$ cat config.mk
export PLATFORM = sky130hd
export DESIGN_NAME = load_store_unit_flat
export DESIGN_NICKNAME = d
export VERILOG_FILES = /design/src/rtl/load_store_unit_if.sv /design/src/rtl/load_store_unit.sv /design/src/flat_wrapper.sv
export SDC_FILE = /design/constraint.sdc
export NUM_CORES = 1
export LEC_CHECK = 0
export CORE_ASPECT_RATIO = 1.25
export CORE_MARGIN = 3
export CORE_UTILIZATION = 40
export CTS_CLUSTER_SIZE = 14
export DETAILED_ROUTE_END_ITERATION = 16
export HOLD_SLACK_MARGIN = 0.15
export PLACE_DENSITY = 0.74
export SYNTH_ARGS = -nofsm -noshare
export SYNTH_HDL_FRONTEND = slang
export SYNTH_SLANG_ARGS = --single-unit
export TNS_END_PERCENT = 10
$ cat constraint.sdc
create_clock -name clk_i -period 1.9 [get_ports clk_i]
set_clock_uncertainty 0.05 [all_clocks]
set_input_delay 0.475 -clock clk_i [delete_from_list [all_inputs] [get_ports clk_i]]
set_output_delay 0.475 -clock clk_i [all_outputs]
set_load 0.005 [all_outputs]
$ cat src/rtl/load_store_unit_if.sv
// Request / data-memory / writeback bundle for load_store_unit.
// The slave modport is the unit's view; the master modport is the surrounding pipeline and memory.
`timescale 1ns/1ps
interface load_store_unit_if;
    logic        req_valid_i;
    logic        req_ready_o;
    logic        req_we_i;
    logic [2:0]  req_funct3_i;
    logic [31:0] req_addr_i;
    logic [31:0] req_wdata_i;
    logic [4:0]  req_rd_i;
    logic [31:0] data_addr_o;
    logic [31:0] data_write_o;
    logic        data_write_enable_o;
    logic        data_read_enable_o;
    logic [31:0] data_read_i;
    logic        wb_valid_o;
    logic        wb_ready_i;
    logic        wb_we_o;
    logic [4:0]  wb_rd_o;
    logic [31:0] wb_data_o;
    logic        wb_misalign_o;

    modport slave (
        input  req_valid_i, req_we_i, req_funct3_i, req_addr_i, req_wdata_i, req_rd_i,
        input  data_read_i, wb_ready_i,
        output req_ready_o, data_addr_o, data_write_o, data_write_enable_o, data_read_enable_o,
        output wb_valid_o, wb_we_o, wb_rd_o, wb_data_o, wb_misalign_o
    );

    modport master (
        output req_valid_i, req_we_i, req_funct3_i, req_addr_i, req_wdata_i, req_rd_i,
        output data_read_i, wb_ready_i,
        input  req_ready_o, data_addr_o, data_write_o, data_write_enable_o, data_read_enable_o,
        input  wb_valid_o, wb_we_o, wb_rd_o, wb_data_o, wb_misalign_o
    );
endinterface

$ cat src/rtl/load_store_unit.sv
// MEM-stage load/store controller: one request in flight, RMW for sub-word stores over a word-only memory.
// Optional MISALIGN_TRAP_EN: misaligned H/W accesses skip memory and report the faulting address.
`timescale 1ns/1ps
module load_store_unit #(
    parameter int unsigned MEM_WORDS = 256
) (
    input  logic              clk_i,
    input  logic              reset_i,
    load_store_unit_if.slave  bus
);
    typedef enum logic [2:0] {S_IDLE, S_RD, S_CAP, S_WR, S_RESP} state_t;

    localparam logic [29:0] LAST_IDX = 30'(MEM_WORDS);

    state_t      state_q, state_d;
    logic        we_q, we_d;
    logic [2:0]  funct3_q, funct3_d;
    logic [31:0] addr_q, addr_d;
    logic [31:0] wdata_q, wdata_d;
    logic [4:0]  rd_q, rd_d;
    logic [31:0] wb_data_q, wb_data_d;
    logic        wb_we_q, wb_we_d;
    logic        mis_q, mis_d;

    logic        accept, req_oor, req_mis;
    logic [4:0]  shamt;
    logic [31:0] lane_mask, rdata_sh, load_ext, merged;
    logic        sgn;

    assign accept  = bus.req_valid_i && (state_q == S_IDLE);
    assign req_oor = bus.req_addr_i[31:2] >= LAST_IDX;
`ifdef MISALIGN_TRAP_EN
    assign req_mis = ((bus.req_funct3_i[1:0] == 2'b01) && bus.req_addr_i[0]) ||
                     (bus.req_funct3_i[1] && (bus.req_addr_i[1:0] != 2'b00));
`else
    assign req_mis = 1'b0;
`endif

    always_ff @(posedge clk_i or negedge reset_i) begin
        if (!reset_i) begin
            state_q   <= S_IDLE;
            we_q      <= 1'b0;
            funct3_q  <= 3'd0;
            addr_q    <= 32'd0;
            wdata_q   <= 32'd0;
            rd_q      <= 5'd0;
            wb_data_q <= 32'd0;
            wb_we_q   <= 1'b0;
            mis_q     <= 1'b0;
        end else begin
            state_q   <= state_d;
            we_q      <= we_d;
            funct3_q  <= funct3_d;
            addr_q    <= addr_d;
            wdata_q   <= wdata_d;
            rd_q      <= rd_d;
            wb_data_q <= wb_data_d;
            wb_we_q   <= wb_we_d;
            mis_q     <= mis_d;
        end
    end

    always_comb begin
        state_d = state_q;
        case (state_q)
            S_IDLE: if (accept) begin
                if (req_mis || req_oor)                      state_d = S_RESP;
                else if (bus.req_we_i && bus.req_funct3_i[1]) state_d = S_WR;
                else                                          state_d = S_RD;
            end
            S_RD:   state_d = S_CAP;
            S_CAP:  state_d = we_q ? S_WR : S_RESP;
            S_WR:   state_d = S_RESP;
            S_RESP: if (bus.wb_ready_i) state_d = S_IDLE;
            default: state_d = S_IDLE;
        endcase
    end

    // Lane select and extension/merge of the word captured from memory.
    always_comb begin
        shamt     = (funct3_q[1:0] == 2'b00) ? {addr_q[1:0], 3'b000} : {addr_q[1], 4'b0000};
        lane_mask = (funct3_q[1:0] == 2'b00) ? 32'h0000_00FF : 32'h0000_FFFF;
        rdata_sh  = bus.data_read_i >> shamt;
        sgn       = ~funct3_q[2];
        case (funct3_q[1:0])
            2'b00:   load_ext = {{24{sgn & rdata_sh[7]}}, rdata_sh[7:0]};
            2'b01:   load_ext = {{16{sgn & rdata_sh[15]}}, rdata_sh[15:0]};
            default: load_ext = bus.data_read_i;
        endcase
        merged = (bus.data_read_i & ~(lane_mask << shamt)) | ((wdata_q & lane_mask) << shamt);
    end

    always_comb begin
        we_d      = we_q;
        funct3_d  = funct3_q;
        addr_d    = addr_q;
        wdata_d   = wdata_q;
        rd_d      = rd_q;
        wb_data_d = wb_data_q;
        wb_we_d   = wb_we_q;
        mis_d     = mis_q;
        if (accept) begin
            we_d      = bus.req_we_i;
            funct3_d  = bus.req_funct3_i;
            addr_d    = bus.req_addr_i;
            wdata_d   = bus.req_wdata_i;
            rd_d      = bus.req_rd_i;
            wb_data_d = req_mis ? bus.req_addr_i : 32'd0;
            wb_we_d   = ~bus.req_we_i & ~req_mis;
            mis_d     = req_mis;
        end else if (state_q == S_CAP) begin
            if (we_q) wdata_d   = merged;
            else      wb_data_d = load_ext;
        end
    end

    // Memory strobes come from state only, so reset drops them immediately.
    always_comb begin
        bus.req_ready_o         = (state_q == S_IDLE);
        bus.data_read_enable_o  = (state_q == S_RD);
        bus.data_write_enable_o = (state_q == S_WR);
        bus.data_addr_o         = {2'b00, addr_q[31:2]};
        bus.data_write_o        = wdata_q;
        bus.wb_valid_o          = (state_q == S_RESP);
        bus.wb_we_o             = (state_q == S_RESP) && wb_we_q;
        bus.wb_misalign_o       = (state_q == S_RESP) && mis_q;
        bus.wb_rd_o             = rd_q;
        bus.wb_data_o           = wb_data_q;
    end
endmodule

$ cat src/flat_wrapper.sv
// flat-port wrapper written by rule: the top's interface ports become plain ports
module load_store_unit_flat 
#(
    parameter int unsigned MEM_WORDS = 256
)
  (clk_i, reset_i, bus_req_valid_i, bus_req_we_i, bus_req_funct3_i, bus_req_addr_i, bus_req_wdata_i, bus_req_rd_i, bus_data_read_i, bus_wb_ready_i, bus_req_ready_o, bus_data_addr_o, bus_data_write_o, bus_data_write_enable_o, bus_data_read_enable_o, bus_wb_valid_o, bus_wb_we_o, bus_wb_rd_o, bus_wb_data_o, bus_wb_misalign_o);
  load_store_unit_if bus_i ();
  input  logic clk_i;
  input  logic reset_i;
  input wire logic [$bits(bus_i.req_valid_i)-1:0] bus_req_valid_i;
  input wire logic [$bits(bus_i.req_we_i)-1:0] bus_req_we_i;
  input wire logic [$bits(bus_i.req_funct3_i)-1:0] bus_req_funct3_i;
  input wire logic [$bits(bus_i.req_addr_i)-1:0] bus_req_addr_i;
  input wire logic [$bits(bus_i.req_wdata_i)-1:0] bus_req_wdata_i;
  input wire logic [$bits(bus_i.req_rd_i)-1:0] bus_req_rd_i;
  input wire logic [$bits(bus_i.data_read_i)-1:0] bus_data_read_i;
  input wire logic [$bits(bus_i.wb_ready_i)-1:0] bus_wb_ready_i;
  output wire logic [$bits(bus_i.req_ready_o)-1:0] bus_req_ready_o;
  output wire logic [$bits(bus_i.data_addr_o)-1:0] bus_data_addr_o;
  output wire logic [$bits(bus_i.data_write_o)-1:0] bus_data_write_o;
  output wire logic [$bits(bus_i.data_write_enable_o)-1:0] bus_data_write_enable_o;
  output wire logic [$bits(bus_i.data_read_enable_o)-1:0] bus_data_read_enable_o;
  output wire logic [$bits(bus_i.wb_valid_o)-1:0] bus_wb_valid_o;
  output wire logic [$bits(bus_i.wb_we_o)-1:0] bus_wb_we_o;
  output wire logic [$bits(bus_i.wb_rd_o)-1:0] bus_wb_rd_o;
  output wire logic [$bits(bus_i.wb_data_o)-1:0] bus_wb_data_o;
  output wire logic [$bits(bus_i.wb_misalign_o)-1:0] bus_wb_misalign_o;
  assign bus_i.req_valid_i = bus_req_valid_i;
  assign bus_i.req_we_i = bus_req_we_i;
  assign bus_i.req_funct3_i = bus_req_funct3_i;
  assign bus_i.req_addr_i = bus_req_addr_i;
  assign bus_i.req_wdata_i = bus_req_wdata_i;
  assign bus_i.req_rd_i = bus_req_rd_i;
  assign bus_i.data_read_i = bus_data_read_i;
  assign bus_i.wb_ready_i = bus_wb_ready_i;
  assign bus_req_ready_o = bus_i.req_ready_o;
  assign bus_data_addr_o = bus_i.data_addr_o;
  assign bus_data_write_o = bus_i.data_write_o;
  assign bus_data_write_enable_o = bus_i.data_write_enable_o;
  assign bus_data_read_enable_o = bus_i.data_read_enable_o;
  assign bus_wb_valid_o = bus_i.wb_valid_o;
  assign bus_wb_we_o = bus_i.wb_we_o;
  assign bus_wb_rd_o = bus_i.wb_rd_o;
  assign bus_wb_data_o = bus_i.wb_data_o;
  assign bus_wb_misalign_o = bus_i.wb_misalign_o;
  load_store_unit #(.MEM_WORDS(MEM_WORDS)) u_core (.clk_i(clk_i), .reset_i(reset_i), .bus(bus_i));
endmodule
==> results of run 1 <==
==> per-stage QoR <==
stage / TNS, ps / area, um^2
floorplan: -60.1 / 5830
global placement: -28280 / 8400
detailed placement: -31180 / 8400
CTS: -1290 / 8810
global route: -102 / 9010
finish: 0 / 9010
==> routing by layer <==
metal / track usage, % / share of wire (%)
met5: 0 / 0
met4: 8.38 / 2.4
met1: 30.7 / 38
met3: 6.87 / 8.7
met2: 44.6 / 51
==> cell usage in the layout, fill, tap and decap left out, types with 6 or more instances in the layout <==
cell type        instances
nand2_1                198
clkdlybuf4s50_1        189
dfrtp_1                103
buf_4                   76
a21oi_1                 33
o21ai_0                 31
mux2i_1                 19
o21ai_1                 18
dlygate4sd2_1           16
o211ai_1                13
nor2b_1                 12
nand2b_1                11
a22oi_1                 11
nor3_1                   9
inv_1                    9
clkbuf_16                9
nor2_1                   8
nor3b_1                  8
o22a_1                   8
o221ai_1                 8
buf_12                   8
dfrtp_2                  6
==> logic make-up (layout without fill, tap and decap cells) <==
group / after synthesis / after routing
and+or+nand+nor: 282 / 282
AOI/OAI and AO/OA: 171 / 171
DFF: 109 / 109
buffers and inverters: 90 / 325
muxes: 19 / 19
other: 1 / 4
==> state kept, by name, summed over array words and instances (netlist names) <==
signal / count
u_core.wb_we_q: 1
u_core.addr_q: 32
u_core.state_q: 3
u_core.bus.wb_rd_o: 5
u_core.bus.data_write_o: 32
u_core.we_q: 1
u_core.bus.wb_data_o: 32
u_core.funct3_q: 3
==> power groups by stage <==
stage / clock network [mW] / logic (mW) / registers (mW)
finish: 2.11 / 2.70 / 2.95
global route: 2.22 / 2.92 / 2.99
CTS: 2.13 / 2.63 / 2.93
detailed placement: 0 / 2.60 / 2.98
global placement: 0 / 2.55 / 2.95
floorplan: 0 / 1.31 / 2.90
==> what timing repair did <==
action	in CTS	in global routing
hold buffers	1	0
endpoints found under the setup margin	71	109
buffers inserted	3	3
endpoints found under the hold margin	69	0
resized for setup	39	56
pin swaps	10	10
==> path summary, 6_finish.rpt <==
| kind | start | to | slack, ps | depth (start not counted) |
|---|---|---|---|---|
| max in group asynchronous | reset_i | u_core.bus.data_write_o[2] | 710 | 3 |
| hold reg to reg | u_core.bus.wb_rd_o[4] | u_core.bus.wb_rd_o[4] | 430 | 2 |
| hold / removal | bus_req_addr_i[14] | u_core.addr_q[14] | 330 | 3 |
| setup reg to reg | u_core.state_q[0] | u_core.bus.data_write_o[16] | 50 | 8 |
| min in group asynchronous | reset_i | u_core.addr_q[28] | 400 | 2 |
| setup / recovery | bus_req_addr_i[30] | u_core.state_q[2] | 20 | 6 |
==> layout make-up <==
class / instances / area (um^2)
Antenna cell: 1 / 2.50
Clock buffer: 10 / 239
Clock inverter: 6 / 92.6
Fill cell: 1200 / 5050
Inverter: 9 / 33.8
Multi-Input combinational cell: 475 / 2810
Sequential cell: 109 / 2740
Tap cell: 175 / 219
Timing Repair Buffer: 300 / 2880
==> critical path, delay by kind of cell <==
family,cells,cell delay (ps)
compound gates,1,300
buf+inv,2,410
simple gates,3,890
==> summary.txt, run 1 <==
# IOs = 216
global-route wire length before repair = 32,600 um
register share of total power = 38.0%
CP Max Fanout = 2
VDD IR max = 0.635 mV
# H-tree levels = 3
routed vias = 5,934
Root Driver = clkbuf_16
TritonCTS clock tree = built
sw frac = 31.7%
Pre-Repair DR Iteration Count = 5
routed len/inst = 19.0 um
clock-pin slew on the worst setup and hold paths = 70 ps
Arr. time, crit path = 2060 ps
DP HPWL = 15,700 um
Power per Cell Area = 861 nW/um^2
antenna viol nets, final = 0
DR vias/cell = 5.47
Setup crit start kind = input port
clk_lat worst skew = 350 ps
Total GRT Usage = 25.7%
die area = 16,000 um^2
Gate power share = 34.8%
Distinct cells, synth = 54
Final Slew Violations = 0
post-synthesis xor/xnor area fraction = 0%
antenna violations before repair = 1
dpl cells = 1,061
Simple-Gate Fraction of Synth Area = 22.2%
mux contribution to synthesized area = 3.27%
port buffer count = 212
final hold violation count = 0
mean cell area of the mapped netlist = 8.66 um^2
post-synthesis adder-cell area fraction = 0%
Period minus WS final = 1880 ps
CP peak stage delay = 490 ps
Finished Layout Cells = 1,085
endpoint type of the worst setup path = register
clk sinks = 109
largest family of logic cells by synthesized area = simple AND/OR/NAND/NOR gates
final setup vio count = 0
critical path class = input port to register
largest net degree at the start of global routing = 69
post-route setup slack = 21.2 ps
list of cells traversed by the critical path = dlygate4sd2_1, nor4_2, buf_4, nand4_1, or4_4, a221o_1
RSZ-0062 raised after global routing = true
outcome = finished clean
Total Power = 7.75 mW
Die X = 114 um
mapped cell area = 5820 um^2
Static Leak = 4.06 nW
Compound-Gate Fraction of Synth Area = 19.3%
starting density of the core = 41.4%
share of cells above drive strength 1 = 17.3%
clock buffer depth = 2
post-synthesis sequential area ratio = 46.9%
GP Congestion = 0.878
Mapped Cells = 672
total gr overflow = 0
hold slack = 331 ps
slowest library cell on the worst path = or4_4
DRC errors left = 0
Die H = 141 um
Synth-to-Final Area Change = 54.7%
post-synthesis async set-or-reset flop share = 100%
Yosys top cell by area = dfrtp_1
worst endpoint required time = 2090 ps
Core Area = 14,100 um^2
slew at the pin closest to its max-slew limit = 570 ps
Nets = 1,013
top cells by count, synth = 200 x nand2_1, 109 x dfrtp_1, 48 x o21ai_0, 37 x a21oi_1, 33 x buf_4
Clk pwr share = 27.2%
WL final = 20,600 um
post-synth top area share = 46.9%
cell internal pwr = 5.30 mW
DP Worst Slack = -540 ps
final core utilization = 64.1%
worst min path class = input port to register
max cap viols = 0
vias in the first global route = 6,240
Net Switching = 2.45 mW
Rel. slew slack = 61.9%
Max Freq = 0.532 GHz
Site Rows = 48
Warnings, synthesis = 0
synth top area cells = dfrtp_1 47%, nand2_1 13%, buf_4 4.3%, o21ai_0 4.1%, mux2i_1 3.3%
Num CTS Buffers = 9
Iter 0 DRT Violations = 473
final period utilization = 98.9%
most frequent cell after synthesis = nand2_1
ys flop type = dfrtp_1
EDFF count, synth = 0
Yosys reg bits = 109
Power figures use the tool's default switching activity.
==> inputs of run 2 (changes only) <==
Settings changed: CTS_CLUSTER_DIAMETER set to 200.
==> results of run 2 <==
The final DEF is identical to that of run 1; final timing and power are the same.
